## src/rtl/mips_pkg.sv

```systemverilog
// Shared MIPS pipeline constants: address/instruction widths, reset PC and bubble word.
package mips_pkg;
  localparam int                PCL      = 32;
  localparam int                INST_W   = 32;
  localparam logic [PCL-1:0]    RESET_PC = 32'h0000_0000;
  localparam logic [INST_W-1:0] NOP_INST = 32'h0000_0000;
endpackage

```

## src/rtl/ifid_reg.sv

```systemverilog
// IF/ID pipeline register: flush beats stall beats load; valid marks a real instruction.
module ifid_reg
  import mips_pkg::*;
(
  input  logic              clk,
  input  logic              rst_n,
  input  logic              stall,
  input  logic              flush,
  input  logic [INST_W-1:0] inst_d,
  input  logic [PCL-1:0]    pc4_d,
  output logic [INST_W-1:0] ifid_inst,
  output logic [PCL-1:0]    ifid_pc4,
  output logic              ifid_valid
);

  // Flush squashes to a bubble but keeps pc4; stall holds everything.
  always_ff @(posedge clk or negedge rst_n) begin
    if (!rst_n) begin
      ifid_inst  <= NOP_INST;
      ifid_pc4   <= {PCL{1'b0}};
      ifid_valid <= 1'b0;
    end else if (flush) begin
      ifid_inst  <= NOP_INST;
      ifid_valid <= 1'b0;
    end else if (!stall) begin
      ifid_inst  <= inst_d;
      ifid_pc4   <= pc4_d;
      ifid_valid <= 1'b1;
    end
  end

endmodule

```

## src/rtl/fetch_stage.sv

```systemverilog
// Instruction-fetch stage: PC, next-PC selection, misaligned-target flag and delivered-instruction count.
module fetch_stage
  import mips_pkg::*;
(
  input  logic              clk,
  input  logic              rst_n,
  input  logic              stall,
  input  logic              flush,
  input  logic              redirect,
  input  logic [PCL-1:0]    redirect_pc,
  output logic [PCL-1:0]    imem_addr,
  input  logic [INST_W-1:0] imem_data,
  output logic [INST_W-1:0] ifid_inst,
  output logic [PCL-1:0]    ifid_pc4,
  output logic              ifid_valid,
  output logic              misalign_err,
  output logic [31:0]       fetch_count
);

  localparam logic [PCL-1:0] PC_STEP = PCL'(3'd4);

  logic [PCL-1:0] pc_r;
  logic [PCL-1:0] pc4_s;
  logic [PCL-1:0] next_pc_s;
  logic           load_s;

  assign imem_addr = pc_r;
  assign pc4_s     = pc_r + PC_STEP;
  assign load_s    = !flush && !stall;

  // Next-PC select: redirect wins over stall, otherwise fall through sequentially.
  always_comb begin
    next_pc_s = pc4_s;
    if (redirect) begin
      next_pc_s = {redirect_pc[PCL-1:2], 2'b00};
    end else if (stall) begin
      next_pc_s = pc_r;
    end else begin
      next_pc_s = pc4_s;
    end
  end

  // Program counter register.
  always_ff @(posedge clk or negedge rst_n) begin
    if (!rst_n) begin
      pc_r <= RESET_PC;
    end else begin
      pc_r <= next_pc_s;
    end
  end

  // Sticky flag: any redirect target with low address bits set, cleared only by reset.
  always_ff @(posedge clk or negedge rst_n) begin
    if (!rst_n) begin
      misalign_err <= 1'b0;
    end else if (redirect && (redirect_pc[1:0] != 2'b00)) begin
      misalign_err <= 1'b1;
    end
  end

  // Counts every edge on which IF/ID accepts a new instruction.
  always_ff @(posedge clk or negedge rst_n) begin
    if (!rst_n) begin
      fetch_count <= 32'd0;
    end else if (load_s) begin
      fetch_count <= fetch_count + 32'd1;
    end
  end

  ifid_reg u_ifid (
    .clk        (clk),
    .rst_n      (rst_n),
    .stall      (stall),
    .flush      (flush),
    .inst_d     (imem_data),
    .pc4_d      (pc4_s),
    .ifid_inst  (ifid_inst),
    .ifid_pc4   (ifid_pc4),
    .ifid_valid (ifid_valid)
  );

endmodule

```

## config.mk

```make
export PLATFORM = sky130hd
export DESIGN_NAME = fetch_stage
export DESIGN_NICKNAME = d
export VERILOG_FILES = /design/src/rtl/mips_pkg.sv /design/src/rtl/ifid_reg.sv /design/src/rtl/fetch_stage.sv
export SDC_FILE = /design/constraint.sdc
export NUM_CORES = 1
export LEC_CHECK = 0
export CAP_MARGIN = 15
export CORE_MARGIN = 4
export CORE_UTILIZATION = 48
export CTS_CLUSTER_DIAMETER = 120
export DETAILED_ROUTE_END_ITERATION = 12
export GPL_TIMING_DRIVEN = 1
export PLACE_DENSITY = 0.83
export SYNTH_ARGS = -nofsm -noshare
export SYNTH_HDL_FRONTEND = slang
export SYNTH_HIERARCHICAL = 1
export SYNTH_SLANG_ARGS = --single-unit
```

## constraint.sdc

```tcl
create_clock -name clk -period 2.7 [get_ports clk]
set_clock_uncertainty 0.1 [all_clocks]
set_input_delay 0.675 -clock clk [delete_from_list [all_inputs] [get_ports clk]]
set_output_delay 0.675 -clock clk [all_outputs]
set_load 0.02 [all_outputs]
```

==> results.yml <==
run_status:
  status: "finished, final reports clean"
logic_synthesis:
  ys.flop_type: "dfrtp_1"
  syn_area_mm2: 0.00663
  synth_seq_area_share_pct: 48.3
  yosysTopAreaCellShare_pct: 48.3
  syn_inst: 607
  synth_edf_count: 0
  ys_top_cells_by_area: "dfrtp_1 (48%), mux2_4 (6.8%), xnor2_1 (6.7%), mux2i_1 (5.0%), nor2_1 (4.0%)"
  avgSynthCellArea_um2: 10.9
  synth_cell_types: 53
  yosys.area.top_type: "dfrtp_1"
  async_reset_ff_share_pct: 100
  synth_warnings: 6
  ys_top_cells_by_count: "dfrtp_1 (128), nor2_1 (70), xnor2_1 (51)"
  synth.most_common_cell: "dfrtp_1"
  synth_seq_cells: 128
die:
  io_pins: 199
  die_y_um: 125
  initial_core_util_pct: 49.4
  core_mm2: 0.0134
  core.rowCount: 42
  die-area_mm2: 0.0157
  die_x_um: 125
sta:
  fmax_mhz: 411
  rsz0062_at_grt: "no"
  fin_crit_sh_pct: 90.0
  worst_slack_ns: 0.269
  setup_viol: 0
  worst_pin_slew_ns: 0.651
  slew_headroom_pct: 56.2
  setup_tns_ns: 0
  slew_viol_final: 0
  hold_violations: 0
  finalCriticalPeriod_ns: 2.43
worst_setup_path:
  critPathLaunch: "imem_addr[11]"
  cp.depth: 1
  r2r-end: "imem_addr[30]"
  endpoint_kind: "output port"
  path_cells: "clkdlybuf4s50_1"
  reg2regPathDepth: 5
  cp-endpoint: "imem_addr[11]"
  r2r_slack_ns: 0.40
  timing.rr.start: "imem_addr[2]"
  cp_top_family: "buffers and inverters"
  crit_buf_inv: 1
  critPathMaxStageDelay_ns: 0.68
  slowest_stage: "clkdlybuf4s50_1"
  cp.arrival_ns: 1.66
  start_kind: "flop"
  cp.required_ns: 1.92
  critPathKind: "flop to output port"
  critical_path.max_fanout: 10
global_routing:
  grt_antenna_before_repair: 0
  grt_pass1_vias: 5885
  grt_max_degree: 57
  grt_pass1_wl_mm: 30.3
  grt_usage_pct: 23.8
  grt_overflow: 0
drt:
  drt_wl_total_mm: 18.7
  dr.pass1.iters: 5
  num_vias: 5595
  drt_drc_violations_left: 0
  wire_per_inst_um: 18.8
  avgViaCountPerCell: 5.61
  ant_nets: 0
  drt_iter0_markers: 451
run:
  drv_cap: 0
power:
  p_per_area_mw_per_mm2: 656
  p_total_mw: 6.12
  ir_drop_mv: 0.399
  p_leak_nw: 3.88
finish:
  drive_gt1_share_pct: 12.3
  fin_nets: 880
  antennaDiodeCount: 0
  syn_to_final_growth_pct: 40.8
  post-route-util_pct: 69.6
clock_tree:
  cts_made_buffers: 17
  cts_resized: 0
  cts.sinks: 128
  cts_root_buf: "clkbuf_16"
  htree_num_levels: 4
  hold_buffers: 0
  clkLatencyLatePin_ns: 0.41
  postCtsSetupRepairBufs: 0
  clk_pin_slew_ns: 0.06
  clock_path_buffers: 2
  cts_tree: "done"
place:
  port_buffers: 196
  dpl.hpwl_mm: 13.3
  gp_congestion: 0.869
  dp_slack_ns: 0.123
min_path:
  hold_path.class: "input pin to async pin"
[cells in the final DEF (no fill, tap or decap), types with 4 or more instances in the layout]
cell type	netlist	routed
clkdlybuf4s50_1	0	194
nand2_1	46	46
nor2_1	70	70
and3_1	6	6
a31oi_1	15	15
xnor2_1	51	51
dfrtp_1	128	128
nor3_1	8	8
buf_4	6	22
nand4_1	34	34
conb_1	1	4
or4_1	14	14
or2_2	4	4
clkbuf_16	0	17
and4_1	6	6
xor2_1	20	20
mux2i_1	33	33
nor4_1	10	10
and2_1	4	4
nand3_1	20	20
o31ai_1	12	12
inv_1	5	5
mux2_4	30	30
o21ai_0	15	15
[registers in the layout (all words and copies together), names as in the netlist]
name / flops
u_ifid/ifid_pc4: 32
misalign_err: 1
fetch_count: 32
imem_addr: 30
u_ifid/ifid_inst: 32
u_ifid/ifid_valid: 1
[stage by stage]
stage / std cells / hold WS, ns / area, um^2
after floorplan: 610 / 0.279 / 6640
after global placement: 966 / 0.348 / 8720
after detailed placement: 966 / 0.377 / 8720
after CTS: 998 / 0.181 / 9330
after global routing: 998 / 0.211 / 9330
final: 998 / 0.171 / 9330
[final cells by class]
type | instances | area, um^2
fillers | 995 | 4070
flip-flops and latches | 128 | 3200
multi-input cells | 437 | 3100
repair buffers | 220 | 2170
clock buffers | 23 | 478
well taps | 176 | 220
clock inverters | 9 | 131
inverters | 5 | 18.8
[layer usage]
metal | routed length, um | share of wire [%] | vias to the layer above | track usage, %
li1 | - | - | 2559 | -
met1 | 7620 | 41 | 2745 | 30.2
met2 | 9390 | 50 | 260 | 39.5
met3 | 1330 | 7.1 | 31 | 5.59
met4 | 408 | 2.2 | 0 | 9.18
met5 | 0 | 0 | - | 0
[worst min-delay path by stage]
stage                            start                  end  slack, ns  cells past startpoint
after floorplan                  rst_n       fetch_count[0]       0.28                      0
after global placement    misalign_err         misalign_err       0.35                      1
after detailed placement  misalign_err         misalign_err       0.38                      1
after CTS                        rst_n         imem_addr[5]       0.18                      1
after global routing             rst_n         imem_addr[5]       0.21                      1
final                            rst_n  u_ifid/ifid_pc4[11]       0.17                      1
[power breakdown]
group / leakage [nW] / switching (mW) / internal (mW) / total [mW]
combinational: 1.98 / 0.672 / 0.735 / 1.41
clock: 0.289 / 0.825 / 1.52 / 2.35
sequential: 1.61 / 0.236 / 2.13 / 2.36
[cell families (layout without fill, tap and decap cells)]
family	count (synthesis)	after routing	share of synthesized area (%)
fa+ha+maj	2	2	0.378
compound gates	47	47	4.46
simple gates	247	247	20.1
other cells	1	4	0.0566
mux	66	66	12.3
buf+inv	45	257	4.98
flops	128	128	48.3
xor+xnor	71	71	9.38
No activity file was read; power rests on OpenSTA's default activity.
